### src/rtl/sram_port_pkg.sv
// Shared geometry constants for the RW SRAM macro instances and the port grant type.
package sram_port_pkg;

  // Address width / word width / write-mask width per macro instance
  localparam int unsigned DATA_ADDR_W     = 9;
  localparam int unsigned DATA_DATA_W     = 256;
  localparam int unsigned DATA_MASK_W     = 32;

  localparam int unsigned DATA_0_0_ADDR_W = 9;
  localparam int unsigned DATA_0_0_DATA_W = 128;
  localparam int unsigned DATA_0_0_MASK_W = 4;

  localparam int unsigned TAG_ADDR_W      = 6;
  localparam int unsigned TAG_DATA_W      = 88;
  localparam int unsigned TAG_MASK_W      = 4;

  localparam int unsigned TAG_0_ADDR_W    = 6;
  localparam int unsigned TAG_0_DATA_W    = 84;
  localparam int unsigned TAG_0_MASK_W    = 4;

  typedef enum logic {
    GRANT_RD = 1'b0,
    GRANT_WR = 1'b1
  } grant_e;

endpackage

### src/rtl/sram_resp_fifo.sv
// Two-entry response buffer holding SRAM read data until the consumer takes it.
module sram_resp_fifo #(
  parameter int unsigned DATA_W = 128
) (
  input  logic              clock,
  input  logic              reset_n,
  input  logic              push,
  input  logic              pop,
  input  logic [DATA_W-1:0] push_data,
  output logic [DATA_W-1:0] head,
  output logic [1:0]        count
);

  logic [DATA_W-1:0] mem_q [2];
  logic [DATA_W-1:0] mem_d [2];
  logic              wr_ptr_q, wr_ptr_d;
  logic              rd_ptr_q, rd_ptr_d;
  logic [1:0]        count_q, count_d;
  logic              do_push, do_pop;

  always_comb begin
    // A push into a full buffer is dropped; the credit logic upstream must prevent it.
    do_push  = push && (count_q != 2'd2);
    do_pop   = pop && (count_q != 2'd0);
    mem_d    = mem_q;
    wr_ptr_d = wr_ptr_q;
    rd_ptr_d = rd_ptr_q;
    if (do_push) begin
      mem_d[wr_ptr_q] = push_data;
      wr_ptr_d        = ~wr_ptr_q;
    end
    if (do_pop) begin
      rd_ptr_d = ~rd_ptr_q;
    end
    count_d = count_q + {1'b0, do_push} - {1'b0, do_pop};
  end

  always_ff @(posedge clock) begin
    if (!reset_n) begin
      wr_ptr_q <= 1'b0;
      rd_ptr_q <= 1'b0;
      count_q  <= 2'd0;
    end else begin
      wr_ptr_q <= wr_ptr_d;
      rd_ptr_q <= rd_ptr_d;
      count_q  <= count_d;
    end
  end

  always_ff @(posedge clock) begin
    mem_q <= mem_d;
  end

  assign head  = mem_q[rd_ptr_q];
  assign count = count_q;

  overflow_check: assert property (@(posedge clock) disable iff (!reset_n)
                                   !(push && (count_q == 2'd2)));

endmodule

### src/rtl/sram_port_arbiter.sv
// Merges a write channel and a read channel onto one SRAM RW port (round-robin) and
// buffers the one-cycle-latency read data behind valid/ready back-pressure.
module sram_port_arbiter
  import sram_port_pkg::*;
#(
  parameter int unsigned ADDR_W     = 9,
  parameter int unsigned DATA_W     = 128,
  parameter int unsigned MASK_W     = 4,
  parameter int unsigned RESP_DEPTH = 2
) (
  input  logic              clock,
  input  logic              reset_n,
  input  logic              wr_valid,
  output logic              wr_ready,
  input  logic [ADDR_W-1:0] wr_addr,
  input  logic [MASK_W-1:0] wr_mask,
  input  logic [DATA_W-1:0] wr_data,
  input  logic              rd_valid,
  output logic              rd_ready,
  input  logic [ADDR_W-1:0] rd_addr,
  output logic              resp_valid,
  input  logic              resp_ready,
  output logic [DATA_W-1:0] resp_data,
  output logic              sram_en,
  output logic              sram_wmode,
  output logic [ADDR_W-1:0] sram_addr,
  output logic [MASK_W-1:0] sram_wmask,
  output logic [DATA_W-1:0] sram_wdata,
  input  logic [DATA_W-1:0] sram_rdata
);

  logic              inflight_q, inflight_d;
  grant_e            last_grant_q, last_grant_d;
  logic [1:0]        count;
  logic [DATA_W-1:0] head;
  logic              rd_ok, grant_rd, grant_wr;
  logic              push, pop;

  always_comb begin
    // Credit: every granted read must have a slot waiting for it.
    rd_ok    = ({1'b0, count} + {2'b00, inflight_q}) < 3'(RESP_DEPTH);
    grant_rd = reset_n && rd_valid && rd_ok && (!wr_valid || (last_grant_q == GRANT_WR));
    grant_wr = reset_n && wr_valid && !grant_rd;

    last_grant_d = last_grant_q;
    if (grant_wr) begin
      last_grant_d = GRANT_WR;
    end else if (grant_rd) begin
      last_grant_d = GRANT_RD;
    end
    inflight_d = grant_rd;

    resp_valid = reset_n && ((count != 2'd0) || inflight_q);
    resp_data  = (count != 2'd0) ? head : sram_rdata;
    // Macro data is only held until the next access, so it is captured unless consumed now.
    push = reset_n && inflight_q && !((count == 2'd0) && resp_ready);
    pop  = resp_valid && resp_ready && (count != 2'd0);
  end

  assign wr_ready   = grant_wr;
  assign rd_ready   = grant_rd;
  assign sram_en    = grant_wr || grant_rd;
  assign sram_wmode = grant_wr;
  assign sram_addr  = grant_rd ? rd_addr : wr_addr;
  assign sram_wmask = grant_wr ? wr_mask : '0;
  assign sram_wdata = wr_data;

  always_ff @(posedge clock) begin
    if (!reset_n) begin
      inflight_q   <= 1'b0;
      last_grant_q <= GRANT_WR;
    end else begin
      inflight_q   <= inflight_d;
      last_grant_q <= last_grant_d;
    end
  end

  sram_resp_fifo #(
    .DATA_W (DATA_W)
  ) u_resp_fifo (
    .clock     (clock),
    .reset_n   (reset_n),
    .push      (push),
    .pop       (pop),
    .push_data (sram_rdata),
    .head      (head),
    .count     (count)
  );

endmodule

### config.mk
export PLATFORM = sky130hd
export DESIGN_NAME = sram_port_arbiter
export DESIGN_NICKNAME = d
export VERILOG_FILES = /design/src/rtl/sram_port_pkg.sv /design/src/rtl/sram_resp_fifo.sv /design/src/rtl/sram_port_arbiter.sv
export SDC_FILE = /design/constraint.sdc
export NUM_CORES = 1
export LEC_CHECK = 0
export ABC_AREA = 1
export BUFFER_PORTS_ARGS = -buffer_cell sky130_fd_sc_hd__buf_2
export CAP_MARGIN = 20
export CORE_AREA = 4 4 215 217
export CTS_CLUSTER_SIZE = 12
export DETAILED_ROUTE_END_ITERATION = 10
export DIE_AREA = 0 0 219 221
export GPL_ROUTABILITY_DRIVEN = 0
export SYNTH_ARGS = -nofsm -noshare
export SYNTH_HDL_FRONTEND = slang
export SYNTH_SLANG_ARGS = --single-unit
### constraint.sdc
create_clock -name clock -period 15.38 [get_ports clock]
set_clock_uncertainty 0.15 [all_clocks]
set_input_delay 0.769 -clock clock [delete_from_list [all_inputs] [get_ports clock]]
set_output_delay 0.769 -clock clock [all_outputs]
set_load 0.01 [all_outputs]
==> results.tsv, run 1 <==
stage	metric	value	unit
synthesis	ys_seq_elements	262	
power	vdd_drop_max	85.80	uV
worst_setup_path	crit_arrival	3060	ps
layout	final.fill_count	4618	
flow_run	maxCapViolCount	0	
global_routing	pin_count_of_the_biggest_net_entering_global_routing	83	
worst_setup_path	setup.worst_path.start	u_resp_fifo.count[1]$_SDFF_PN0_	
global_routing	number_of_antenna_violations_at_the_first_check_in_global_routing	1	
clock_network	clkSinkCount	262	
clock_network	setup_fix_buffers_added_after_clock_tree_synthesis	0	
worst_setup_path	timing.reg2reg.worst_path_depth	4	
timing	rsz0062_at_grt	no	
power	netSwitchingFraction	26.25	%
synthesis	post_synth_most_frequent_cells	sky130_fd_sc_hd__a21oi_1 (259), sky130_fd_sc_hd__edfxtp_1 (256), sky130_fd_sc_hd__nand2_1 (162), sky130_fd_sc_hd__nor2_1 (137), sky130_fd_sc_hd__buf_4 (135)	
power	power_frac_seq	46.6	%
detailed_routing	initial_drc_count	522	
timing	worst_slew_margin_rel	33.32	%
global_routing	global_route.usage.met2	28.75	%
floorplanning	die_h	221	um
clock_network	cts.reportedPaths.clkPinSlew	60	ps
timing	timing.final.crit_period	3980	ps
detailed_routing	vias	8317	
detailed_routing	drt-total-wl	41000	um
timing	worstMarginPinSlew	1000	ps
clock_network	insertion_delay	570	ps
synthesis	synth_fp_nets	1333	
synthesis	yosysMostFrequentCell	sky130_fd_sc_hd__a21oi_1	
timing	min_period_over_period	25.88	%
global_routing	global_route_wire_length_before_repair	56770	um
power	total_leakage_power	5.571	nW
floorplanning	cell_row_count	77	
worst_setup_path	cp_max_fo	66	
synthesis	synth_top_area_share	65.75	%
clock_network	cts_htree_levels	1	
worst_setup_path	regToRegStartpoint	u_resp_fifo.count[1]$_SDFF_PN0_	
floorplanning	die_x	219	um
layout	postLayoutCoreUtil	30.92	%
clock_network	clk_root_buffer_cell	sky130_fd_sc_hd__clkbuf_16	
clock_network	clockBufferDepth	3	
detailed_routing	drt-vias-per-instance	4.590	
clock_network	post_cts_resized	0	
detailed_routing	wire_per_inst	22.62	um
synthesis	postSynthCellCount	1048	
worst_setup_path	rrSetupSlack	12460	ps
place	post_dp_hpwl	30110	um
synthesis	yosys-top-cells-area	sky130_fd_sc_hd__edfxtp_1 (66%), sky130_fd_sc_hd__a21oi_1 (11%), sky130_fd_sc_hd__buf_4 (8.7%)	
layout	diodes	0	
worst_setup_path	crit_type	register to output pin	
detailed_routing	detail_route.drc_violations	0	
detailed_routing	route.antenna.remaining_nets	0	
synthesis	synth-main-ff-cell	sky130_fd_sc_hd__edfxtp_1	
timing	maximum_achievable_frequency	0.2513	GHz
worst_setup_path	critPathCaptureType	output pin	
outcome	run_status	completed	
synthesis	synth_seq_area_share	66.78	%
power	power_report.internal_total	1.269	mW
clock_network	tritoncts.num_buffers	29	
min_path	min_path_cells	1	
power	power_frac_clock	38.2	%
synthesis	synthDistinctLibCells	16	
synthesis	synth_area_per_cell	11.16	sq um
layout	finish.net_count	1484	
worst_setup_path	required	14460	ps
clock_network	cts_tree	done	
global_routing	grt_pass1_vias	8032	
detailed_routing	drt_pre_antenna_iters	7	
power	p_switching	0.4515	mW
synthesis	synthDominantAreaCellType	sky130_fd_sc_hd__edfxtp_1	
synthesis	async_flop_share	0	%
global_routing	grt_util_met3	9.671	%
place	place.port_buffers	300	
timing	final-hold-violation-count	0	
timing	final-setup-viol-count	0	
synthesis	syn-cell-area	11690	sq um
global_routing	globalRoute.totalOverflow	0	
synthesis	synth_edf_count	256	
timing	maxSlewViolCount	0	
floorplanning	core-area	44120	sq um
min_path	hold_path_class	primary input to register	
global_routing	global_route_usage_over_all_layers	15.66	%
global_routing	most_used_routing_layer	met2	
floorplanning	initial_utilization	26.50	%
layout	area_growth_from_synthesis_to_final_layout	16.68	%
layout	drive_above_1_share	28.93	%
power	power.combinational.fraction	15.2	%
worst_setup_path	startpoint_type_of_the_worst_setup_path	register	
worst_setup_path	endpoint	resp_data[101]	
power	power-per-cell-area	126.1	nW/um^2
floorplanning	design.die.area	48400	sq um
global_routing	grt.met1_usage	14.24	%
floorplanning	top_level_ports	557	
worst_setup_path	critical_path.reg2reg.endpoint	u_resp_fifo.mem_q[85]$_DFFE_PP_	
synthesis	synthesis.yosys.warnings	0	
clock_network	post_cts_hold_buffer_count	0	
timing	setup_total_negative_slack	0	ps
## flip-flops by register name, summed over array words and instances, names as in the netlist
name and count:
inflight_q 1, last_grant_q 1, u_resp_fifo.count 2, u_resp_fifo.mem_q 256, u_resp_fifo.rd_ptr_q 1, u_resp_fifo.wr_ptr_q 1
## layout by cell type, fill, tap and decap left out, types with 2 or more instances in the layout
| cell type | instances |
|---|---|
| sky130_fd_sc_hd__clkbuf_16 | 29 |
| sky130_fd_sc_hd__inv_6 | 2 |
| sky130_fd_sc_hd__nand2_1 | 162 |
| sky130_fd_sc_hd__o21ai_0 | 4 |
| sky130_fd_sc_hd__buf_2 | 300 |
| sky130_fd_sc_hd__a21oi_1 | 259 |
| sky130_fd_sc_hd__dfxtp_1 | 5 |
| sky130_fd_sc_hd__buf_4 | 8 |
| sky130_fd_sc_hd__ha_1 | 2 |
| sky130_fd_sc_hd__clkinv_2 | 4 |
| sky130_fd_sc_hd__nand3_1 | 12 |
| sky130_fd_sc_hd__clkinv_1 | 7 |
| sky130_fd_sc_hd__nor2_1 | 136 |
| sky130_fd_sc_hd__bufinv_16 | 2 |
| sky130_fd_sc_hd__edfxtp_1 | 256 |
| sky130_fd_sc_hd__inv_4 | 2 |
| sky130_fd_sc_hd__nor2_4 | 2 |
| sky130_fd_sc_hd__clkbuf_1 | 7 |
| sky130_fd_sc_hd__inv_1 | 17 |
## critical path, cell delays in order (launching register included)
cell and delay (ps):
sky130_fd_sc_hd__dfxtp_1 430, sky130_fd_sc_hd__nor2_4 80, sky130_fd_sc_hd__inv_4 510, sky130_fd_sc_hd__buf_4 730, sky130_fd_sc_hd__nor2_1 140, sky130_fd_sc_hd__a21oi_1 180
sky130_fd_sc_hd__buf_2 160
## through the flow
stage	hold WS (ps)	setup WS [ps]	total power [mW]	instances	area [sq um]
after detailed placement	343.8	11860	1.081	1760	12750
after floorplan	319.0	8145	0.9985	1048	11690
final	252.0	11400	1.720	1812	13640
after CTS	204.2	11310	1.743	1812	13640
after global routing	214.0	11150	1.798	1812	13640
after global placement	334.4	11930	1.078	1760	12750
## kinds of logic after synthesis
kind of cell | count (synthesis) | share of synthesized area, %
compound gates | 263 | 11.26
fa+ha+maj | 2 | 0.2140
flops | 262 | 66.78
buf+inv | 208 | 11.48
simple gates | 313 | 10.26
## power by group through the flow
stage	logic (mW)	clock network [mW]	registers, mW
after floorplan	0.183	0	0.816
after global routing	0.290	0.706	0.803
final	0.262	0.656	0.802
after global placement	0.261	0	0.817
after CTS	0.265	0.676	0.802
after detailed placement	0.264	0	0.817
## how the worst min path moves through the flow
stage	startpoint	endpoint	slack, ps
2_1_floorplan	last_grant_q$_SDFFE_PP1P_	last_grant_q$_SDFFE_PP1P_	320
3_3_place_gp	last_grant_q$_SDFFE_PP1P_	last_grant_q$_SDFFE_PP1P_	330
3_5_place_dp	last_grant_q$_SDFFE_PP1P_	last_grant_q$_SDFFE_PP1P_	340
4_1_cts	sram_rdata[54]	u_resp_fifo.mem_q[54]$_DFFE_PP_	200
5_1_grt	sram_rdata[29]	u_resp_fifo.mem_q[157]$_DFFE_PP_	210
6_report	sram_rdata[18]	u_resp_fifo.mem_q[18]$_DFFE_PP_	250
## area by class of cell
type	count	area (sq um)	share of cell area [%]
clock buffer	36	752.0	5.512
clock inverter	16	142.6	1.046
inverter	20	85.08	0.6237
multi-input combinational	578	2549	18.68
sequential	262	7811	57.26
tap	592	740.7	5.430
timing repair buffer	308	1562	11.45
## routing by layer
layer	wire length [um]	share of wire, %
met2	21340	52
met5	13	0.032
met4	1275	3.1
met1	12090	29
met3	6280	15
(Power assumes the default switching activity.)
==> inputs of run 2 (changes only) <==
==> constraint.sdc (replaced) <==
create_clock -name clock -period 3.7 [get_ports clock]
set_clock_uncertainty 0.15 [all_clocks]
set_input_delay 0.185 -clock clock [delete_from_list [all_inputs] [get_ports clock]]
set_output_delay 0.185 -clock clock [all_outputs]
set_load 0.01 [all_outputs]
==> results.tsv, run 2 (synthesis results as in run 1) <==
stage	metric	value	unit	change
floorplanning	cell_row_count	77		unchanged
timing	rsz0062_at_grt	no		
floorplanning	design.die.area	48400	sq um	unchanged
clock_network	post_cts_hold_buffer_count	134		+134
timing	maxSlewViolCount	0		unchanged
clock_network	clockBufferDepth	3		unchanged
clock_network	clkSinkCount	262		unchanged
timing	min_period_over_period	74.51	%	
global_routing	global_route_wire_length_before_repair	58840	um	+3.6%
worst_setup_path	startpoint_type_of_the_worst_setup_path	register		
layout	regMostFlops	u_resp_fifo.mem_q		
floorplanning	initial_utilization	26.50	%	unchanged
power	power_report.internal_total	5.308	mW	+320%
worst_setup_path	crit_arrival	2420	ps	-640 ps
clock_network	clk_root_buffer_cell	sky130_fd_sc_hd__clkbuf_16		
outcome	run_status	completed		
layout	area_of_the_multi_input_gates	2549	sq um	unchanged
place	post_dp_hpwl	28930	um	-3.9%
place	place.port_buffers	300		unchanged
clock_network	tritoncts.num_buffers	29		unchanged
detailed_routing	route.antenna.remaining_nets	0		unchanged
layout	area_growth_from_synthesis_to_final_layout	28.94	%	
power	power_frac_seq	46.3	%	-0.3 points
detailed_routing	drt-total-wl	41560	um	+1.4%
global_routing	globalRoute.totalOverflow	0		unchanged
place	dpl_worst_slack	1482	ps	-10370 ps
timing	maximum_achievable_frequency	0.3627	GHz	
detailed_routing	initial_drc_count	421		-19%
place	place_area	12870	sq um	+0.97%
clock_network	cts_tree	done		
detailed_routing	routed.top_layer	met5		
clock_network	setup_fix_buffers_added_after_clock_tree_synthesis	0		unchanged
worst_setup_path	cp_max_fo	69		+4.5%
detailed_routing	route.met2.wl	21090	um	-1.2%
global_routing	grt_pass1_vias	8787		+9.4%
layout	final_area	15070	sq um	+11%
power	netSwitchingFraction	26.32	%	+0.070 points
clock_network	cts_htree_levels	1		unchanged
layout	postLayoutCoreUtil	34.16	%	+3.2 points
detailed_routing	met3RoutedLength	5984	um	-4.7%
timing	final-setup-viol-count	0		unchanged
global_routing	number_of_antenna_violations_at_the_first_check_in_global_routing	0		-1
clock_network	cts.reportedPaths.clkPinSlew	60	ps	about the same
worst_setup_path	crit_type	register to output pin		
floorplanning	top_level_ports	557		unchanged
power	finalPower	7.204	mW	+320%
layout	ff_latch_area	7811	sq um	unchanged
layout	layout_commonest_cell	sky130_fd_sc_hd__buf_2		
layout	finish.net_count	1623		+9.4%
detailed_routing	drt-vias-per-instance	4.480		-2.4%
power	total_leakage_power	6.148	nW	+10%
timing	worst_slew_margin_rel	42.39	%	+9.1 points
worst_setup_path	critPathCaptureType	output pin		
layout	drive_above_1_share	26.08	%	-2.9 points
clock_network	insertion_delay	540	ps	-30 ps
power	power.combinational.fraction	16.8	%	+1.6 points
detailed_routing	vias	8750		+5.2%
detailed_routing	detail_route.drc_violations	0		unchanged
timing	final-hold-violation-count	0		unchanged
layout	largest_register_ff_count	256		unchanged
detailed_routing	met1_length	12850	um	+6.3%
floorplanning	core-area	44120	sq um	unchanged
global_routing	global_route_usage_over_all_layers	15.98	%	+0.32 points
flow_run	maxCapViolCount	0		unchanged
timing	setup_total_negative_slack	0	ps	unchanged
floorplanning	die_h	221	um	unchanged
layout	final.fill_count	4443		-3.8%
detailed_routing	wire_per_inst	21.28	um	-5.9%
worst_setup_path	required	3370	ps	-11090 ps
min_path	hold_path_class	primary input to register		
layout	diodes	0		unchanged
timing	worstMarginPinSlew	864.1	ps	-136.0 ps
layout	commonest_cells_after_routing_fill_and_taps_aside	sky130_fd_sc_hd__buf_2 (300), sky130_fd_sc_hd__a21oi_1 (259), sky130_fd_sc_hd__edfxtp_1 (256), sky130_fd_sc_hd__nand2_1 (162), sky130_fd_sc_hd__nor2_1 (136)		
clock_network	post_cts_resized	0		unchanged
power	power_frac_clock	36.9	%	-1.3 points
timing	timing.final.crit_period	2757	ps	
global_routing	pin_count_of_the_biggest_net_entering_global_routing	70		-16%
floorplanning	die_x	219	um	unchanged
power	power-per-cell-area	477.9	nW/um^2	+280%
timing	setup_slack	943.0	ps	-10460 ps
detailed_routing	drt_pre_antenna_iters	4		-3
power	p_switching	1.896	mW	+320%
power	vdd_drop_max	322.7	uV	+280%
run 2: final timing paths:
path	from	endpoint	slack, ps	depth (start not counted)
max	u_resp_fifo.rd_ptr_q$_SDFFE_PN0P_	resp_data[68]	940	4
min reg2reg	u_resp_fifo.wr_ptr_q$_SDFFE_PN0P_	u_resp_fifo.wr_ptr_q$_SDFFE_PN0P_	420	2
max reg2reg	u_resp_fifo.rd_ptr_q$_SDFFE_PN0P_	u_resp_fifo.rd_ptr_q$_SDFFE_PN0P_	1260	6
min	sram_rdata[30]	u_resp_fifo.mem_q[158]$_DFFE_PP_	220	2
run 2: through the flow:
stage,hold WS [ps],cells
after CTS,180.0,1953
after global routing,195.3,1953
after detailed placement,220.1,1765
after global placement,220.1,1765
final,218.3,1953
after floorplan,133.9,1048
run 2: cell type report:
| class | count | area share [%] |
|---|---|---|
| clock inverter | 15 | 0.6557 |
| timing repair buffer | 447 | 20.09 |
| clock buffer | 39 | 5.063 |
| sequential | 262 | 51.82 |
| inverter | 20 | 0.5561 |
| tap | 592 | 4.914 |
| multi-input combinational | 578 | 16.91 |
run 2: layer usage:
metal / GRT usage, % / vias up
met5: 1.212 / -
met1: 14.81 / 4107
met3: 9.396 / 74
met2: 28.60 / 464
li1: - / 4103
met4: 5.892 / 2
run 2: power groups by stage:
stage          combinational (mW)  sequential (mW)  clock [mW]
2_1_floorplan               0.759             3.39           0
3_3_place_gp                 1.09             3.40           0
3_5_place_dp                 1.10             3.40           0
4_1_cts                      1.22             3.33        2.74
5_1_grt                      1.34             3.34        2.86
6_report                     1.21             3.33        2.66
run 2: worst max-delay path, cell delays in order (launching register included):
cell and delay (ps):
sky130_fd_sc_hd__dfxtp_4 870, sky130_fd_sc_hd__buf_12 370, sky130_fd_sc_hd__a21oi_1 110, sky130_fd_sc_hd__a21oi_1 230
sky130_fd_sc_hd__buf_2 180
==> inputs of run 3 (changes only) <==
==> constraint.sdc (replaced) <==
create_clock -name clock -period 2.9 [get_ports clock]
set_clock_uncertainty 0.15 [all_clocks]
set_input_delay 0.145 -clock clock [delete_from_list [all_inputs] [get_ports clock]]
set_output_delay 0.145 -clock clock [all_outputs]
set_load 0.01 [all_outputs]
==> results.tsv, run 3 (synthesis results as in run 1) <==
stage	metric	value	unit	change
place	post_dp_hpwl	30090	um	+4.0%
clock_network	setup_fix_buffers_added_after_clock_tree_synthesis	0		unchanged
worst_setup_path	timing.critical_path.max_delay_family	buffers and inverters		
timing	setup_total_negative_slack	0	ps	unchanged
layout	layout_commonest_cell	sky130_fd_sc_hd__buf_2		
min_path	hold_path_class	primary input to output pin		
timing	min_period_over_period	89.78	%	
timing	setup_slack	296.5	ps	-646.6 ps
power	finalPower	9.582	mW	+33%
layout	area_growth_from_synthesis_to_final_layout	30.54	%	
power	power-per-cell-area	627.8	nW/um^2	+31%
clock_network	post_cts_hold_buffer_count	133		-0.75%
detailed_routing	route.antenna.remaining_nets	0		unchanged
detailed_routing	vias	8875		+1.4%
floorplanning	design.die.area	48400	sq um	unchanged
power	total_leakage_power	6.247	nW	+1.6%
floorplanning	cell_row_count	77		unchanged
clock_network	clkSinkCount	262		unchanged
global_routing	global_route_usage_over_all_layers	16.39	%	+0.41 points
clock_network	clockBufferDepth	3		unchanged
worst_setup_path	cp.buffers_inverters	2		unchanged
layout	finish.net_count	1629		+0.37%
timing	worst_slew_margin_rel	50.55	%	+8.2 points
worst_setup_path	regToRegStartpoint	u_resp_fifo.count[1]$_SDFF_PN0_		
timing	worstMarginPinSlew	741.8	ps	-122.3 ps
global_routing	pin_count_of_the_biggest_net_entering_global_routing	73		+4.3%
layout	regMostFlops	u_resp_fifo.mem_q		
worst_setup_path	setup.worst_path.start	u_resp_fifo.count[1]$_SDFF_PN0_		
layout	final_area	15260	sq um	+1.2%
detailed_routing	initial_drc_count	476		+13%
global_routing	grt_pass1_vias	8904		+1.3%
detailed_routing	drt-vias-per-instance	4.528		+1.1%
timing	final-hold-violation-count	0		unchanged
detailed_routing	drt-total-wl	42520	um	+2.3%
layout	drive_above_1_share	27.14	%	+1.1 points
timing	maximum_achievable_frequency	0.3841	GHz	
worst_setup_path	startpoint_type_of_the_worst_setup_path	register		
clock_network	post_cts_resized	0		unchanged
clock_network	cts_htree_levels	1		unchanged
detailed_routing	wire_per_inst	21.69	um	+1.9%
place	place.port_buffers	300		unchanged
clock_network	cts_tree	done		
power	vdd_drop_max	443.2	uV	+37%
worst_setup_path	crit_arrival	2310	ps	-110 ps
clock_network	clk_root_buffer_cell	sky130_fd_sc_hd__clkbuf_16		
global_routing	global_route_wire_length_before_repair	60090	um	+2.1%
worst_setup_path	critPathCaptureType	output pin		
timing	final-setup-viol-count	0		unchanged
flow_run	maxCapViolCount	0		unchanged
place	dpl_worst_slack	866.1	ps	-615.8 ps
outcome	run_status	completed		
worst_setup_path	path_cells	nor2_4 > buf_4 > a21oi_1 > a21oi_1 > buf_2		
clock_network	tritoncts.num_buffers	29		unchanged
worst_setup_path	critical-path-slowest-cell	sky130_fd_sc_hd__buf_4		
global_routing	number_of_antenna_violations_at_the_first_check_in_global_routing	1		+1
global_routing	globalRoute.totalOverflow	0		unchanged
worst_setup_path	critical_path.most_common_cell	sky130_fd_sc_hd__a21oi_1		
layout	commonest_cells_after_routing_fill_and_taps_aside	sky130_fd_sc_hd__buf_2 (300), sky130_fd_sc_hd__a21oi_1 (259), sky130_fd_sc_hd__edfxtp_1 (256), sky130_fd_sc_hd__nand2_1 (161), sky130_fd_sc_hd__nor2_1 (136)		
clock_network	cts.reportedPaths.clkPinSlew	60	ps	about the same
worst_setup_path	required	2610	ps	-760 ps
place	place_area	12960	sq um	+0.67%
worst_setup_path	cp_max_fo	54		-22%
timing	whs	140.0	ps	-78.30 ps
worst_setup_path	crit_type	register to output pin		
floorplanning	die_h	221	um	unchanged
layout	largest_register_ff_count	256		unchanged
floorplanning	initial_utilization	26.50	%	unchanged
clock_network	insertion_delay	550	ps	about the same
min_path	hold_path.startpoint	wr_data[0]		
timing	maxSlewViolCount	0		unchanged
timing	rsz0062_at_grt	no		
detailed_routing	detail_route.drc_violations	0		unchanged
worst_setup_path	critical-path-max-stage-delay	600	ps	-270 ps
timing	timing.final.crit_period	2604	ps	
floorplanning	die_x	219	um	unchanged
floorplanning	core-area	44120	sq um	unchanged
detailed_routing	drt_pre_antenna_iters	4		unchanged
floorplanning	top_level_ports	557		unchanged
[run 3: final timing paths]
| path | endpoint | slack [ps] | cells after the start |
|---|---|---|---|
| worst max-delay path | resp_data[92] | 300 | 5 |
| worst min-delay path | sram_wdata[0] | 140 | 0 |
| worst max register to register | u_resp_fifo.count[1]$_SDFF_PN0_ | 960 | 8 |
| worst min register to register | u_resp_fifo.count[1]$_SDFF_PN0_ | 400 | 2 |
[run 3: metal layers]
metal  track usage, %  vias to the layer above  routed length, um
li1                 -                     4114                  -
met1            15.02                     4250              13100
met2            30.00                      443              21880
met3            8.944                       66               5777
met4            6.259                        2               1718
met5           0.6061                        -                 44
[run 3: area by class of cell]
type | instances | area, sq um
inverters | 20 | 83.83
multi-input cells | 578 | 2555
repair buffers | 453 | 3095
well taps | 592 | 740.7
flip-flops and latches | 262 | 7814
fillers | 4409 | 28860
clock inverters | 11 | 162.7
diodes | 1 | 2.502
clock buffers | 43 | 808.3
[run 3: metrics by stage]
| stage | cells | utilization, % |
|---|---|---|
| finish | 1960 | 34.59 |
| global route | 1959 | 34.58 |
| CTS | 1959 | 34.58 |
| detailed placement | 1772 | 29.37 |
| global placement | 1772 | 29.37 |
| floorplan | 1048 | - |
[run 3: report_power, final]
part | total (mW) | switching (mW) | internal [mW]
Combinational | 1.60 | 0.958 | 0.646
Sequential | 4.24 | 0.0176 | 4.22
Clock | 3.74 | 1.46 | 2.28
Total | 9.58 | 2.44 | 7.14
